[src/rtl/perm_seq_ctrl.sv]
// -----------------------------------------------------------------------------
// perm_seq_ctrl
//
// Sequencer for the 16-lane, 4-bit random-permutation datapath. A run loads
// the identity vector (lane i = i), applies ROUNDS rounds through external
// permutation networks selected by a 16-bit LFSR, then streams the 16 lanes
// out over a valid/ready handshake.
//
// Parameters
//   ROUNDS       permutation rounds per run, 1..255
//
// Ports
//   clk          clock, rising edge
//   rst          asynchronous active-high reset
//   start        begin a run (sampled only while idle)
//   seed         LFSR seed captured with start; zero is replaced by 1
//   busy         run in progress (ROUND or EMIT)
//   done         one-cycle pulse after the final output handshake
//   perm_sel     permutation network select, valid during ROUND, else 0
//   perm_state   current 16x4-bit state vector, lane i at [4i+3:4i]
//   perm_result  external datapath output for perm_state/perm_sel
//   out_data     emitted lane value
//   out_valid    out_data valid
//   out_ready    consumer ready
//   out_last     asserted with out_valid while lane 15 is presented
// -----------------------------------------------------------------------------
module perm_seq_ctrl #(
    parameter int unsigned ROUNDS = 8
) (
    input  logic        clk,
    input  logic        rst,
    input  logic        start,
    input  logic [15:0] seed,
    output logic        busy,
    output logic        done,
    output logic [2:0]  perm_sel,
    output logic [63:0] perm_state,
    input  logic [63:0] perm_result,
    output logic [3:0]  out_data,
    output logic        out_valid,
    input  logic        out_ready,
    output logic        out_last
);

    localparam logic [1:0] S_IDLE  = 2'd0;
    localparam logic [1:0] S_ROUND = 2'd1;
    localparam logic [1:0] S_EMIT  = 2'd2;

    localparam logic [7:0]  LAST_ROUND = 8'(ROUNDS - 1);
    localparam logic [63:0] IDENTITY   = 64'hFEDC_BA98_7654_3210;

    logic [1:0]  st_q,    st_d;
    logic [63:0] state_q, state_d;
    logic [15:0] lfsr_q,  lfsr_d;
    logic [7:0]  rcnt_q,  rcnt_d;
    logic [3:0]  idx_q,   idx_d;
    logic        done_q,  done_d;

    logic        in_round;
    logic        in_emit;
    logic        handshake;
    logic        lfsr_fb;
    logic [3:0]  lane_val;

    assign in_round  = (st_q == S_ROUND);
    assign in_emit   = (st_q == S_EMIT);
    assign handshake = in_emit & out_ready;
    assign lfsr_fb   = lfsr_q[15] ^ lfsr_q[13] ^ lfsr_q[12] ^ lfsr_q[10];
    assign lane_val  = state_q[{idx_q, 2'b00} +: 4];

    // Outputs are decoded from registered state only, so the asynchronous
    // reset clears them immediately and out_valid never sees out_ready.
    assign busy       = (st_q != S_IDLE);
    assign done       = done_q;
    assign perm_sel   = in_round ? lfsr_q[2:0] : 3'd0;
    assign perm_state = state_q;
    assign out_valid  = in_emit;
    assign out_data   = in_emit ? lane_val : 4'd0;
    assign out_last   = in_emit && (idx_q == 4'd15);

    always_comb begin
        st_d    = st_q;
        state_d = state_q;
        lfsr_d  = lfsr_q;
        rcnt_d  = rcnt_q;
        idx_d   = idx_q;
        done_d  = 1'b0;

        case (st_q)
            S_IDLE: begin
                if (start) begin
                    state_d = IDENTITY;
                    lfsr_d  = (seed == 16'h0000) ? 16'h0001 : seed;
                    rcnt_d  = '0;
                    st_d    = S_ROUND;
                end
            end

            S_ROUND: begin
                state_d = perm_result;
                lfsr_d  = {lfsr_q[14:0], lfsr_fb};
                rcnt_d  = rcnt_q + 8'd1;
                if (rcnt_q == LAST_ROUND) begin
                    idx_d = '0;
                    st_d  = S_EMIT;
                end
            end

            S_EMIT: begin
                if (handshake) begin
                    idx_d = idx_q + 4'd1;
                    if (idx_q == 4'd15) begin
                        st_d   = S_IDLE;
                        done_d = 1'b1;
                    end
                end
            end

            default: begin
                st_d = S_IDLE;
            end
        endcase
    end

    always_ff @(posedge clk or posedge rst) begin
        if (rst) begin
            st_q    <= S_IDLE;
            state_q <= '0;
            lfsr_q  <= 16'h0001;
            rcnt_q  <= '0;
            idx_q   <= '0;
            done_q  <= 1'b0;
        end else begin
            st_q    <= st_d;
            state_q <= state_d;
            lfsr_q  <= lfsr_d;
            rcnt_q  <= rcnt_d;
            idx_q   <= idx_d;
            done_q  <= done_d;
        end
    end

endmodule

[config.mk]
export PLATFORM = sky130hd
export DESIGN_NAME = perm_seq_ctrl
export DESIGN_NICKNAME = d
export VERILOG_FILES = /design/src/rtl/perm_seq_ctrl.sv
export SDC_FILE = /design/constraint.sdc
export NUM_CORES = 1
export LEC_CHECK = 0
export ABC_CLOCK_PERIOD_IN_PS = 6400
export CORE_UTILIZATION = 49
export CTS_CLUSTER_SIZE = 8
export DETAILED_ROUTE_END_ITERATION = 10
export PLACE_DENSITY = 0.87
export SYNTH_ARGS = -nofsm -noshare
export SYNTH_HDL_FRONTEND = slang
export SYNTH_SLANG_ARGS = --single-unit
[constraint.sdc]
create_clock -name clk -period 6.4 [get_ports clk]
set_input_delay 0.96 -clock clk [delete_from_list [all_inputs] [get_ports clk]]
set_output_delay 0.96 -clock clk [all_outputs]
set_load 0.01 [all_outputs]
# ---- Word-level counts from Yosys, hierarchy flattened
# Index checks and enable logic that the tools add are counted.
dict set report classes {
  add_sub_neg 2
  eq_ne 8
  n_shift 1
  muxes 20
  bitwise_logic 4
  reduce_logical 9
}
# cell n
set ops {}
lappend ops {{$pmux 64 s2} 1}
lappend ops {{$mux 64} 1}
lappend ops {{$shiftx 64x7->4} 1}
lappend ops {{$mux 16} 2}
lappend ops {{$pmux 16 s2} 1}
lappend ops {{$logic_not 16->1} 1}
lappend ops {{$pmux 8 s2} 1}
lappend ops {{$mux 4} 3}
lappend ops {{$add 8x1->8 const B} 1}
lappend ops {{$eq 8x3->1 const B} 1}
lappend ops {{$mux 2} 4}
lappend ops {{$mux 8} 1}
lappend ops {{$pmux 4 s2} 1}
lappend ops {{$ne 2x1->1 const B} 3}
lappend ops {{$pmux 2 s3} 1}
lappend ops {{$reduce_bool 2->1} 3}
lappend ops {{$add 4x1->4 const B} 1}
lappend ops {{$eq 4x4->1 const B} 1}
lappend ops {{$reduce_and 4->1} 1}
lappend ops {{$mux 1} 3}
lappend ops {{$mux 3} 1}
lappend ops {{$reduce_and 3->1} 1}
lappend ops {{$xor 1x1->1} 3}
lappend ops {{$eq 2x1->1 const B} 1}
lappend ops {{other kinds (6)} 6}
dict set report word_totals {
  register_bits 95
  in_bits 84
  output_inout_bits 75
}

# ---- Logic depth before layout (Yosys ltp)
dict set report logic_depth {
  word_depth 4
  depth_mapped 7
  ltp_nobuf 5
}

# ---- Worst setup path after synthesis
# Ideal clock, no wire load.
dict set report synth_timing {
  kind {flip-flop to output port}
  start {register idx_q[1]}
  end {output out_data[2]}
  arrival_ps 1373
  setup_slack_ps 4067
  path_stages_with_launch 5
  path_buffers 1
  cell_sequence {dfrtp_1 buf_2 mux4_2 o2111ai_1 o21ai_0}
}
dict set report synth_via {
  elab_chain_len 2
}
# element line_no
set synth_lines {}
lappend synth_lines {{start, declared} 56} ;# logic [3:0] idx_q, idx_d;
lappend synth_lines {{start signal, assigned} 138} ;# idx_q <= idx_d;
lappend synth_lines {{$shiftx 64x7->4} 69} ;# assign lane_val = state_q[{idx_q, 2'b00} +: 4];
lappend synth_lines {{$mux 4} 78} ;# assign out_data = in_emit ? lane_val : 4'd0;
lappend synth_lines {{end, declared} 39} ;# output logic [3:0] out_data,
# No other way between the ends.

# ---- Final worst setup path
dict set report layout_timing {
  start {register idx_q[2]}
  end {output out_data[1]}
}
# The elaborated chain is that of the path after synthesis.

==> flow_summary.json <==
{
  "cp.arrival_ps": 2930,
  "filler_cell_count": 627,
  "timing_worst_slew_pin_value_ps": 1060,
  "globalplace.congestion": 0.846,
  "clock_sink_count": 95,
  "headroom_to_the_max_slew_limit_pct": 29.1,
  "post-route-min-period_ps": 3890,
  "ys_dominant_reg_cell": "dfrtp_1",
  "switching_share_pct": 23.3,
  "drc_violations": 0,
  "p_comb_share_pct": 12.9,
  "p_sw_mw": 0.290,
  "timing.final.max_slew_violations": 0,
  "detailroute.via_count": 3985,
  "p_seq_share_pct": 51.4,
  "drtIter0Drc": 264,
  "cts_resized": 0,
  "grt_util_all_layers_pct": 27.7,
  "ioPinCount": 159,
  "stdcell_count": 651,
  "grt_max_degree": 50,
  "power.share.clock_pct": 35.7,
  "totalPowerFinal_mw": 1.25,
  "cts.clk_slew.worst_paths_ps": 90,
  "max-clock-path-buffers": 2,
  "grt_overflow": 0,
  "htreeDepth": 3,
  "average_via_count_per_standard_cell": 6.12,
  "slowest_stage": "dfrtp_1",
  "worst_skew_pair.late_latency_ps": 360,
  "synth-async-reset-ratio_pct": 100,
  "synth_cell_type_count": 45,
  "routed_wl_um": 13000,
  "whs_ps": 491,
  "global_route_wire_length_before_repair_um": 20600,
  "setup_viol_count_final": 0,
  "die_w_um": 97.4,
  "critical_path.startpoint_type": "flop",
  "power.ir.vdd_worst_uv": 124,
  "floorplan.initialDensity_pct": 50.9,
  "floorplan.die_area_mm2": 0.00948,
  "yosysWarnings": 0,
  "final_cell_mix": "clkdlybuf4s50_1, dfrtp_1, a22o_1, o22a_1, mux2i_1",
  "worstPathBufferInverterCount": 1,
  "dp_cells": 635,
  "fin_worst_skew_ps": 11.5,
  "post_cts.repair.setup_buffers": 0,
  "rsz0062_at_grt": "false",
  "core.rowCount": 34,
  "endpoint_kind": "output port",
  "synth-edff-count": 0,
  "tritoncts": "done",
  "p_per_area_mw_per_mm2": 198,
  "cp_num_cells": 5,
  "antenna_diode_instance_count": 0,
  "crit_path_cell_trace": "nor2b_1 -> a22oi_1 -> nand3_1 -> o21ai_0 -> clkdlybuf4s50_1",
  "ys_seq_area_share_pct": 53.4,
  "final_util_pct": 72.0,
  "drive_above_1_share_pct": 6.26,
  "hold_path.class": "flop to flop",
  "required_ps": 5440,
  "hold_violations": 0,
  "port_buffer_count": 158,
  "final_nets": 624,
  "syn_inst": 395,
  "internal_power_contribution_mw": 0.956,
  "worst_hold_path.num_cells": 2,
  "cts_root_buffer": "clkbuf_8",
  "worst_r2r_path_depth": 4,
  "ctsHoldBuffers": 0,
  "synth.cell_area_mm2": 0.00446,
  "layout-area-overhead-vs-synth_pct": 41.6,
  "timing.max_cap.violations": 0,
  "drtAntennaViolNets": 0,
  "drt_pass1_iterations": 5,
  "fmax_mhz": 257,
  "die_h_um": 97.4,
  "yosys_register_bits": 95,
  "avgSynthCellArea_um2": 11.3,
  "mappedNetlistNets": 481,
  "core-area_mm2": 0.00876,
  "slowest_delay_ps": 1050,
  "initial_antenna_violation_count": 0,
  "cts_inserted_buffers": 9,
  "post_drt_wl_per_cell_um": 20.0,
  "total_leakage_power_nw": 2.47,
  "hpwlAfterDp_um": 9340,
  "critical_path.top_delay_family": "flip-flops",
  "grt_pass1_vias": 3972,
  "setup_total_negative_slack_ps": 0,
  "commonest_non_fill_non_tap_cell_in_the_layout": "clkdlybuf4s50_1",
  "finalCritPeriodShare_pct": 60.8,
  "crit_path_max_fanout": 25,
  "worstSetupPathType": "flop to output port",
  "run_status": "finished, final reports clean"
}
-- synth_stat cells (9+ instances only) --
master	n	area (um^2)
mux2i_1	30	300
a22o_1	33	289
nor2_1	9	33.8
dfrtp_1	94	2350
clkbuf_1	10	37.5
a21oi_1	17	85.1
nor2b_1	20	125
a22oi_1	18	135
buf_2	19	95.1
o21ai_0	27	135
o22a_1	32	280
nand3_1	18	90.1
nand2_1	21	78.8
-- layer usage --
| layer | global-route usage [%] | part of all wire, % | wire (um) |
|---|---|---|---|
| met1 | 35.8 | 41 | 5300 |
| met2 | 47.0 | 52 | 6720 |
| met3 | 4.39 | 5.0 | 646 |
| met4 | 10.6 | 2.9 | 375 |
| met5 | 0 | 0 | 0 |
-- flip-flops by register name, indices dropped and copies added (netlist names) --
signal and cells:
done 1, idx_q 4, lfsr_q 16, perm_state 64, rcnt_q 8, st_q 2
-- logic make-up after synthesis --
group	Yosys count	share of synthesized area, %
adders and majority gates	2	0.561
AOI/OAI and AO/OA	136	22.3
buffers and inverters	34	3.48
and+or+nand+nor	92	11.7
xor gates and xnor gates	4	0.786
muxes	32	7.75
DFF	95	53.4
-- final cells by class --
type | instances | area (um^2) | area share (%)
Inverter | 3 | 12.5 | 0.198
Timing Repair Buffer | 163 | 1620 | 25.7
Clock inverter | 6 | 93.8 | 1.49
Sequential cell | 95 | 2380 | 37.7
Clock buffer | 10 | 138 | 2.18
Multi-Input combinational cell | 266 | 1930 | 30.6
Tap cell | 108 | 135 | 2.14
-- stage by stage --
step / setup WS (ps) / instance area (um^2)
after floorplan: 2960 / 4460
after global placement: 3170 / 6080
after detailed placement: 2970 / 6080
after CTS: 2560 / 6310
after global routing: 2370 / 6310
final: 2510 / 6310
-- worst register-to-register path: cells and delay by family, from the launching register on --
family,cells,cell delay (ps)
simple gates,2,1180
flops,1,700
compound gates,2,330
-- path summary, 6_finish.rpt --
| path | slack [ps] | to | from |
|---|---|---|---|
| worst max-delay path | 2510 | out_data[1] | idx_q[2] |
| worst min-delay path | 490 | lfsr_q[0] | lfsr_q[0] |
| worst max register to register | 4070 | rcnt_q[3] | st_q[1] |
| worst min register to register | 490 | lfsr_q[0] | lfsr_q[0] |
| max in group asynchronous | 4250 | perm_state[41] | rst |
| min in group asynchronous | 1050 | perm_state[26] | rst |
-- power groups by stage --
stage / sequential [mW] / clock, mW / combinational [mW]
CTS: 0.640 / 0.451 / 0.162
global route: 0.643 / 0.478 / 0.170
detailed placement: 0.651 / 0 / 0.161
finish: 0.640 / 0.445 / 0.161
floorplan: 0.656 / 0 / 0.0424
global placement: 0.651 / 0 / 0.158
Note: power is estimated with default switching activity, not from simulation.
